`config.mk`:
```
export PLATFORM = sky130hd
export DESIGN_NAME = instr_fetch
export DESIGN_NICKNAME = d
export VERILOG_FILES = /design/src/rtl/cpu_pkg.sv /design/src/rtl/instr_fetch.sv
export SDC_FILE = /design/constraint.sdc
export NUM_CORES = 1
export LEC_CHECK = 0
export ABC_AREA = 1
export BUFFER_PORTS_ARGS = -buffer_cell sky130_fd_sc_hd__buf_2
export CAP_MARGIN = 20
export CORE_MARGIN = 2
export CORE_UTILIZATION = 50
export CTS_CLUSTER_DIAMETER = 200
export DETAILED_ROUTE_END_ITERATION = 6
export MAX_ROUTING_LAYER = met4
export PLACE_DENSITY = 0.78
export SLEW_MARGIN = 20
export SYNTH_ARGS = -nofsm -noshare
export SYNTH_HDL_FRONTEND = slang
export SYNTH_SLANG_ARGS = --single-unit
```
`constraint.sdc`:
```
create_clock -name clk -period 2.8 [get_ports clk]
set_input_delay 0.14 -clock clk [delete_from_list [all_inputs] [get_ports clk]]
set_output_delay 0.14 -clock clk [all_outputs]
set_load 0.03 [all_outputs]
```
`src/rtl/cpu_pkg.sv`:
```
// Shared CPU definitions: datapath widths, fetch state encodings and fetch constants.
// The fetch states reuse the numbering of the top-level control FSM.
package cpu_pkg;

    localparam int XLEN   = 32;
    localparam int ADDR_W = 16;

    localparam logic [31:0] NOP        = 32'h0000_0013;
    localparam logic [31:0] ALIGN_MASK = 32'h0000_0003;

    typedef enum logic [2:0] {
        F_IDLE    = 3'd0,
        F_CHECK   = 3'd1,
        F_ISSUE   = 3'd2,
        F_WAIT    = 3'd3,
        F_CAPTURE = 3'd4,
        F_DONE    = 3'd5,
        F_FAULT   = 3'd6
    } fetch_state_t;

    // A pc is unusable if it is not word aligned or lies beyond the RAM address space.
    function automatic logic pc_invalid(input logic [XLEN-1:0] pc_v);
        return ((pc_v & ALIGN_MASK) != 32'd0) ||
               (pc_v[XLEN-1:ADDR_W] != {(XLEN-ADDR_W){1'b0}});
    endfunction

endpackage

```
`src/rtl/instr_fetch.sv`:
```
// Multi-cycle instruction fetch: reads four bytes from a byte-wide RAM at pc and
// assembles them little-endian into one instruction word for decode.
module instr_fetch
    import cpu_pkg::*;
#(
    parameter int RAM_LATENCY = 2
) (
    input  logic              clk,
    input  logic              rst,
    input  logic              start,
    input  logic [XLEN-1:0]   pc,
    output logic              busy,
    output logic              done,
    output logic              fault,
    output logic [XLEN-1:0]   instr,
    output logic              mem_rden,
    output logic [ADDR_W-1:0] mem_addr,
    input  logic [7:0]        mem_q
);

    localparam logic [3:0] WAIT_LAST = 4'(RAM_LATENCY - 1);

    fetch_state_t    state_r;
    logic [XLEN-1:0] pc_r;
    logic [1:0]      idx_r;
    logic [3:0]      cnt_r;
    logic [XLEN-1:0] shadow_r;
    logic [XLEN-1:0] shadow_nxt_s;

    // Byte lane merge: the RAM byte lands in the lane selected by the current index.
    always_comb begin
        shadow_nxt_s = shadow_r;
        case (idx_r)
            2'd0:    shadow_nxt_s[7:0]   = mem_q;
            2'd1:    shadow_nxt_s[15:8]  = mem_q;
            2'd2:    shadow_nxt_s[23:16] = mem_q;
            2'd3:    shadow_nxt_s[31:24] = mem_q;
            default: shadow_nxt_s        = shadow_r;
        endcase
    end

    // Fetch FSM; every output is registered and reflects the state being entered.
    always_ff @(posedge clk or negedge rst) begin
        if (!rst) begin
            state_r  <= F_IDLE;
            pc_r     <= {XLEN{1'b0}};
            idx_r    <= 2'd0;
            cnt_r    <= 4'd0;
            shadow_r <= {XLEN{1'b0}};
            busy     <= 1'b0;
            done     <= 1'b0;
            fault    <= 1'b0;
            instr    <= {XLEN{1'b0}};
            mem_rden <= 1'b0;
            mem_addr <= {ADDR_W{1'b0}};
        end else begin
            done  <= 1'b0;
            fault <= 1'b0;
            case (state_r)
                F_IDLE: begin
                    if (start) begin
                        pc_r    <= pc;
                        idx_r   <= 2'd0;
                        busy    <= 1'b1;
                        state_r <= F_CHECK;
                    end else begin
                        state_r <= F_IDLE;
                    end
                end
                F_CHECK: begin
                    if (pc_invalid(pc_r)) begin
                        busy    <= 1'b0;
                        fault   <= 1'b1;
                        state_r <= F_FAULT;
                    end else begin
                        mem_rden <= 1'b1;
                        mem_addr <= pc_r[ADDR_W-1:0] + {{(ADDR_W-2){1'b0}}, idx_r};
                        state_r  <= F_ISSUE;
                    end
                end
                F_ISSUE: begin
                    if (RAM_LATENCY == 1) begin
                        mem_rden <= 1'b0;
                        state_r  <= F_CAPTURE;
                    end else begin
                        cnt_r   <= 4'd1;
                        state_r <= F_WAIT;
                    end
                end
                F_WAIT: begin
                    if (cnt_r == WAIT_LAST) begin
                        cnt_r    <= 4'd0;
                        mem_rden <= 1'b0;
                        state_r  <= F_CAPTURE;
                    end else begin
                        cnt_r <= cnt_r + 4'd1;
                    end
                end
                F_CAPTURE: begin
                    shadow_r <= shadow_nxt_s;
                    if (idx_r == 2'd3) begin
                        // Publish together with done so decode sees a valid word in the pulse cycle.
                        instr   <= shadow_nxt_s;
                        busy    <= 1'b0;
                        done    <= 1'b1;
                        state_r <= F_DONE;
                    end else begin
                        idx_r    <= idx_r + 2'd1;
                        mem_rden <= 1'b1;
                        mem_addr <= pc_r[ADDR_W-1:0] + {{(ADDR_W-2){1'b0}}, idx_r + 2'd1};
                        state_r  <= F_ISSUE;
                    end
                end
                F_DONE: begin
                    state_r <= F_IDLE;
                end
                F_FAULT: begin
                    state_r <= F_IDLE;
                end
                default: begin
                    busy     <= 1'b0;
                    mem_rden <= 1'b0;
                    state_r  <= F_IDLE;
                end
            endcase
        end
    end

endmodule

```
# == Yosys cells after proc, flatten, opt, wreduce, memory -nomap -nowiden ==
# Index checks and enable logic that the tools add are counted.
# totals
ff_bits,125
input_bits,43
wordCells,78
out_inout_bits,52
# classes
n_eq_ne,16
n_reduce_logical,16
n_addsub,4
n_mux,29
n_bitwise,2
# ops
op,count
adder 16 x 2 -> 16 bit,2
2-to-1 mux 16 bit,2
2-to-1 mux 8 bit,4
one-hot mux 16 bit (2 select lines),1
nonzero test 32 bit,1
nonzero test 16 bit,1
one-hot mux 3 bit (5 select lines),1
inequality test 2 bit (second input constant),6
2-to-1 mux 1 bit,11
equality test 3 bit (second input constant),3
2-to-1 mux 3 bit,3
one-hot mux 1 bit (4 select lines),2
one-hot mux 4 bit (2 select lines),1
AND reduction 4 bit,2
OR reduction 4 bit,2
equality test 3 x 2 -> 1 bit (second input constant),2
AND reduction 3 bit,2
nonzero test 2 bit,3
adder 4 x 1 -> 4 bit (second input constant),1
equality test 2 bit (second input constant),2
equality test 4 x 1 -> 1 bit (second input constant),1
2-to-1 mux 2 bit,2
2-to-1 mux 4 bit,1
one-hot mux 2 bit (2 select lines),1
other kinds (8),10

# == Depth between registers and ports, before layout ==
# Gate-level depths: netlist of run 1.
# depth
depth_word,4
depth_mapped,14
depth_no_buf,14

# == Worst setup path before layout of run 1 ==
# OpenSTA, ideal clock, no wires.
# synth_path
kind,flip-flop to flip-flop
startpoint,register state_r[1]
endpoint,register mem_addr[10]
setup_ns,0.066
required_time_ns,2.734
period_less_slack_ns,2.264
path_stages_with_launch,13
path_buffers,1
arrival_ns,2.198
slack_ns,0.536
path_cell_list,dfrtp_1 > nor2_4 > nand2_4 > inv_4 > clkbuf_1 > o21ai_0 > fa_1 > nand3_1 > inv_1 > nand3b_1 > xor2_1 > nand2_1 > nand2_1
# synth_via
elab_chain_cells,3
word_cells_on_any_way,7
cone_classes,4 x eq/ne; 1 x mux; 2 x reduce/logical
# synth_rtl
item,line_no,rtl
from (decl),instr_fetch.sv:23,fetch_state_t state_r;
from (signal assigned),instr_fetch.sv:45,state_r <= F_IDLE;
from (signal assigned),instr_fetch.sv:65,state_r <= F_CHECK;
from (signal assigned),instr_fetch.sv:67,state_r <= F_IDLE;
equality test 3 bit / equality test 3 x 1 -> 1 bit (equally long branches),instr_fetch.sv:59,case (state_r)
inequality test 2 bit (no line) / nonzero test 2 bit (equally long branches),--,
AND reduction 3 bit (no line),--,
to (signal assigned),instr_fetch.sv:55,mem_addr <= {ADDR_W{1'b0}};
to (signal assigned),instr_fetch.sv:77,"mem_addr <= pc_r[ADDR_W-1:0] + {{(ADDR_W-2){1'b0}}, idx_r};"
to (signal assigned),instr_fetch.sv:110,"mem_addr <= pc_r[ADDR_W-1:0] + {{(ADDR_W-2){1'b0}}, idx_r + 2'd1};"
to (decl),instr_fetch.sv:17,"output logic [ADDR_W-1:0] mem_addr,"
# Several ways; a longest one is shown, not always the timed one.
# A chain may end at the register's enable or synchronous reset.

# == Worst setup path in the final report of run 1 ==
# Same ends and word-level chain as after synthesis.

==> results_dict.tcl, run 1 <==
set metrics [dict create \
    wl_per_cell_um 14.38 \
    cts_made_buffers 17 \
    cts_tree "yes" \
    synth_area_leaders "dfrtp_1, nand2_1, o21ai_0, inv_1, nor2_1" \
    syn_nets 677 \
    drc 0 \
    worstRegToRegCells 11 \
    maxSlewViolCount 0 \
    initial_core_util 0.5073 \
    hpwlAfterDp_mm 8.345 \
    setup_slack_ps 461.7 \
    syn_to_final_growth_pct 28.50 \
    vias 4630 \
    num_rows 38 \
    cts_resized 0 \
    place.gp.congestion 0.9255 \
    clkLatencyLatePin_ps 530 \
    end_kind "flip-flop" \
    worstPathMaxFanout 20 \
    synth_top_area_cell "dfrtp_1" \
    fill_cells 818 \
    die_area_um2 11700 \
    synth_seq_cells 117 \
    max_freq_mhz 427.7 \
    routed_wl_mm 13.10 \
    pre_cts_ws_ps 511.6 \
    syn_inst 625 \
    crit_path_start_kind "flip-flop" \
    synth_cell_types 32 \
    outcome "finished clean" \
    htree_levels 4 \
    die_y_um 108.2 \
    core_area_um2 10700 \
    min_from "start" \
    p_leak_uw 0.003504 \
    cts_buffer_depth 2 \
    ys_seq_area_frac 0.5395 \
    drv_cap 0 \
    finalSetupViolCount 0 \
    final_cells 911 \
    ys_warn_count 0 \
    syn_area_um2 5426 \
    place_inst 838 \
    max_slew_margin 0.4821 \
    drt_iter0_drc 323 \
    finalNetCount 810 \
    cts_root_buffer "clkbuf_8" \
    grt_pass1_vias 4535 \
    synth_top_area_frac 0.5395 \
    die_width_um 108.2 \
    ant_nets 0 \
    first_pass_iters 5 \
    diodes 0 \
    drive_above_1_share 0.1907 \
    final_hold_viol_count 0 \
    ioPinCount 95 \
    antenna_found_initial 0 \
    required_ps 3270 \
    peakVddDrop_mv 0.4836 \
    critPathKind "reg2reg" \
    vias_per_cell 5.082 \
    port_buffers 94 \
    r2r_start "state_r[1]" \
    overflow 0 \
    pwr_density_cell_nw_per_um2 1188 \
    rsz0062_at_grt "false" \
    crit_arrival_ps 2800 \
    syn_area_per_cell_um2 8.682 \
    clock-sinks 117 \
    min_path_cells 7 \
    worst_slew_pin_slew_ps 776.9 \
    cp-startpoint "state_r[1]" \
    hp-class "in2reg" \
    grt_max_degree 63 \
    setup_tns_ps 0 \
    fin_crit_ps 2338 \
    grtUsageTotal 0.2419 \
    fin_skew_ps 6.764 \
    fin_crit_sh 0.8351 \
    cts.reportedPaths.clkPinSlew_ps 50 \
    grt_pass1_wl_mm 21.02 \
]
cell families (layout without fill, tap and decap cells):
group,after synthesis,after routing,synth area share
mux,16,16,0.03320
compound gates,76,76,0.07171
simple gates,310,310,0.2414
xor+xnor,14,14,0.02260
buf+inv,83,229,0.06940
flops,117,117,0.5395
fa+ha+maj,9,9,0.02214
sequential cells by signal, summed over array words and instances (netlist names):
signal,count
state_r,3
done,1
shadow_r,24
cnt_r,4
pc_r,32
instr,32
busy,1
fault,1
mem_rden,1
mem_addr,16
idx_r,2
cell type report:
type	count	area, µm²	area share
clock buffers	22	452.9	0.06496
clock inverters	10	152.6	0.02189
repair buffers	138	918.4	0.1317
flip-flops and latches	117	2928	0.4199
multi-input cells	425	2122	0.3043
inverters	59	224.0	0.03212
well taps	140	175.2	0.02512
layout by cell type, fill, tap and decap left out, drive strengths merged:
| master | n |
|---|---|
| a21oi | 19 |
| clkbuf | 22 |
| nand4 | 2 |
| bufinv | 4 |
| dlygate4sd3 | 41 |
| nand2 | 227 |
| mux2 | 16 |
| buf | 97 |
| clkinvlp | 1 |
| o22ai | 2 |
| dfrtp | 117 |
| or2 | 1 |
| ha | 8 |
| nor2 | 44 |
| clkinv | 5 |
| nor3 | 1 |
| o21ai | 53 |
| xor2 | 14 |
| a21boi | 1 |
| inv | 59 |
| nand3 | 32 |
| fa | 1 |
| nand3b | 3 |
| o2111ai | 1 |
stage by stage:
stage | instance area (µm²) | hold WS (ps) | utilization | total power [µW]
5_1_grt | 6973 | 230.6 | 0.6518 | 8833
2_1_floorplan | 5426 | -155.6 | - | 5142
3_3_place_gp | 5957 | 264.2 | 0.5568 | 5804
6_report | 6973 | 212.3 | 0.6518 | 8285
4_1_cts | 6973 | 202.0 | 0.6518 | 8281
3_5_place_dp | 5957 | 275.8 | 0.5568 | 5978
cells in the mapped netlist, drive strengths merged:
library cell	number
o22ai	2
a21oi	19
mux2	16
fa	1
nand3b	3
clkbuf	5
buf	19
nand3	32
xor2	14
ha	8
nor3	1
a21boi	1
or2	1
dfrtp	117
inv	59
nand4	2
o2111ai	1
nor2	44
nand2	227
o21ai	53
worst max-delay path, stage by stage (launching register included):
cell,delay (ps)
dfrtp_1,490
nor2_4,240
nand2_4,80
inv_4,160
o21ai_0,180
fa_1,480
nand3_1,170
inv_1,100
nand3b_1,110
xor2_1,150
nand2_1,70
nand2_1,60
metal layers:
| layer | global-route usage | wire [µm] | share of wire |
|---|---|---|---|
| met3 | 0.05967 | 639 | 0.049 |
| met1 | 0.3020 | 5574 | 0.43 |
| met5 | - | 0 | 0 |
| met4 | 0.1172 | 393 | 0.030 |
| met2 | 0.3706 | 6490 | 0.50 |
final timing paths:
path / endpoint / slack, ps
worst max-delay path: mem_addr[10] / 460
worst min-delay path: busy / 210
worst max register to register: mem_addr[10] / 460
worst min register to register: busy / 470
max in group asynchronous: pc_r[25] / 1790
min in group asynchronous: instr[3] / 240
report_power, final:
part	internal [µW]	switching (µW)	total (µW)
logic	1040	2150	3190
clock network	1480	740	2220
registers	2420	446	2870
total	4950	3340	8280
what timing repair did:
action                    4_1_cts  5_1_grt
hold buffers                   41        0
hold endpoints to repair      101        0
buffers inserted                0        0
Power figures use the tool's default switching activity.
==> run 2, diff against run 1 <==
==> constraint.sdc (replaced) <==
create_clock -name clk -period 2.2 [get_ports clk]
set_input_delay 0.11 -clock clk [delete_from_list [all_inputs] [get_ports clk]]
set_output_delay 0.11 -clock clk [all_outputs]
set_load 0.03 [all_outputs]
==> results_dict.tcl, run 2 (same netlist as run 1, synthesis figures left out) <==
set metrics [dict create \
    outcome "finished clean" \
    r2r_end "mem_addr[14]" \
    routed_wl_mm 12.60 \
    drc 0 \
    htree_levels 4 \
    fin_skew_ps 7.543 \
    max_slew_margin 0.6284 \
    die_area_um2 11700 \
    r2r_start "state_r[0]" \
    peakVddDrop_mv 0.7878 \
    worstPathMaxFanout 3 \
    clock-sinks 117 \
    core_area_um2 10700 \
    power_uw 10780 \
    critPathKind "reg2reg" \
    hpwlAfterDp_mm 8.027 \
    place.gp.congestion 0.8534 \
    cts_made_buffers 17 \
    worstRegToRegCells 12 \
    finish.utilization 0.6637 \
    grt_pass1_wl_mm 20.92 \
    vias_per_cell 5.003 \
    initial_core_util 0.5073 \
    wl_met1_mm 5.532 \
    grtUsageTotal 0.2376 \
    setup_tns_ps 0 \
    cts_buffer_depth 2 \
    fin_crit_sh 0.9406 \
    worst_slew_pin_slew_ps 556.6 \
    finalNetCount 818 \
    hp-class "in2async" \
    drt_iter0_drc 277 \
    antenna_found_initial 0 \
    multi_input_area_um2 2146 \
    grt_max_degree 58 \
    top_regs "instr: 32 flops, pc_r: 32 flops, shadow_r: 24 flops" \
    max_freq_mhz 483.3 \
    cts_root_buffer "clkbuf_8" \
    ioPinCount 95 \
    end_kind "flip-flop" \
    crit_arrival_ps 2470 \
    ant_nets 0 \
    mostFrequentLayoutCell "nand2_1" \
    required_ps 2600 \
    first_pass_iters 5 \
    final_cell_mix "nand2_1, dfrtp_1, buf_2" \
    die_width_um 108.2 \
    cts_tree "yes" \
    wl_met2_mm 6.126 \
    port_buffers 94 \
    vias 4593 \
    drive_above_1_share 0.2108 \
    drv_cap 0 \
    fin_crit_ps 2069 \
    fill_cells 795 \
    clkLatencyLatePin_ps 510 \
    p_leak_uw 0.003564 \
    grt_pass1_vias 4513 \
    syn_to_final_growth_pct 30.85 \
    final_hold_viol_count 0 \
    regArea_um2 2928 \
    num_rows 38 \
    cts.reportedPaths.clkPinSlew_ps 60 \
    place_inst 845 \
    wl_per_cell_um 13.73 \
    pwr_density_cell_nw_per_um2 1518 \
    r2r_setup_slack_ps 130 \
    maxSlewViolCount 0 \
    finalSetupViolCount 0 \
    crit_path_start_kind "flip-flop" \
    dr_wl_met3_um 706 \
    die_y_um 108.2 \
    routed.top_layer "met4" \
    overflow 0 \
    diodes 0 \
    rsz0062_at_grt "false" \
    final_cells 918 \
]
## run 2: cell types whose count changed in the layout (fill, tap and decap cells not counted), moves of 2 or more
| cell | delta |
|---|---|
| buf_4 | +8 |
| clkbuf_1 | -3 |
| clkinv_2 | -3 |
| o21ai_0 | -2 |
| clkbuf_8 | +5 |
## run 2: per-layer routing
layer / vias up / global-route usage
met5: - / -
met4: 0 / 0.08883
met1: 2193 / 0.3021
li1: 2249 / -
met2: 132 / 0.3756
met3: 19 / 0.05184
## run 2: through the flow
stage	worst slack (ps)	hold slack (ps)	area [µm²]
floorplan	17.43	-185.6	5428
global placement	117.9	60.35	6010
detailed placement	78.00	62.02	6010
CTS	35.11	57.99	7069
global route	4.061	89.48	7101
finish	130.7	66.71	7101
## run 2: layout make-up
class | instances | share of cell area
clock inverter | 7 | 0.01956
timing repair buffer | 146 | 0.1378
sequential | 117 | 0.4123
inverter | 59 | 0.03154
clock buffer | 24 | 0.07189
tap | 140 | 0.02467
multi-input combinational | 425 | 0.3022
## run 2: worst max-delay path, stage by stage, from the launching register on
cell and delay, ps:
dfrtp_1 430, nor2_4 140, nand2_4 80, xor2_1 170, ha_2 230, fa_2 220, nand3_2 140, nor2_4 160
nand3_1 70, nand2_1 80, nand2_1 90, nand2_1 80, nand2_1 60
## run 2: how the worst max path moves through the flow
stage | cells after the start | slack (ps) | from | to
floorplan | 12 | 20 | state_r[1] | mem_addr[10]
global placement | 11 | 120 | idx_r[1] | mem_addr[10]
detailed placement | 11 | 80 | idx_r[1] | mem_addr[12]
CTS | 11 | 40 | idx_r[1] | mem_addr[14]
global route | 8 | 4 | state_r[0] | instr[21]
finish | 12 | 130 | state_r[0] | mem_addr[14]
## run 2: power by group
part           internal [µW]  switching (µW)
logic                   1400            2750
clock network           2050             952
registers               3080             547
total                   6530            4250
## run 2: timing repair
item	4_1_cts	5_1_grt
setup buffers	0	1
endpoints found under the setup margin	0	11
gates resized for setup	0	10
hold endpoints to repair	130	0
hold buffers	41	0
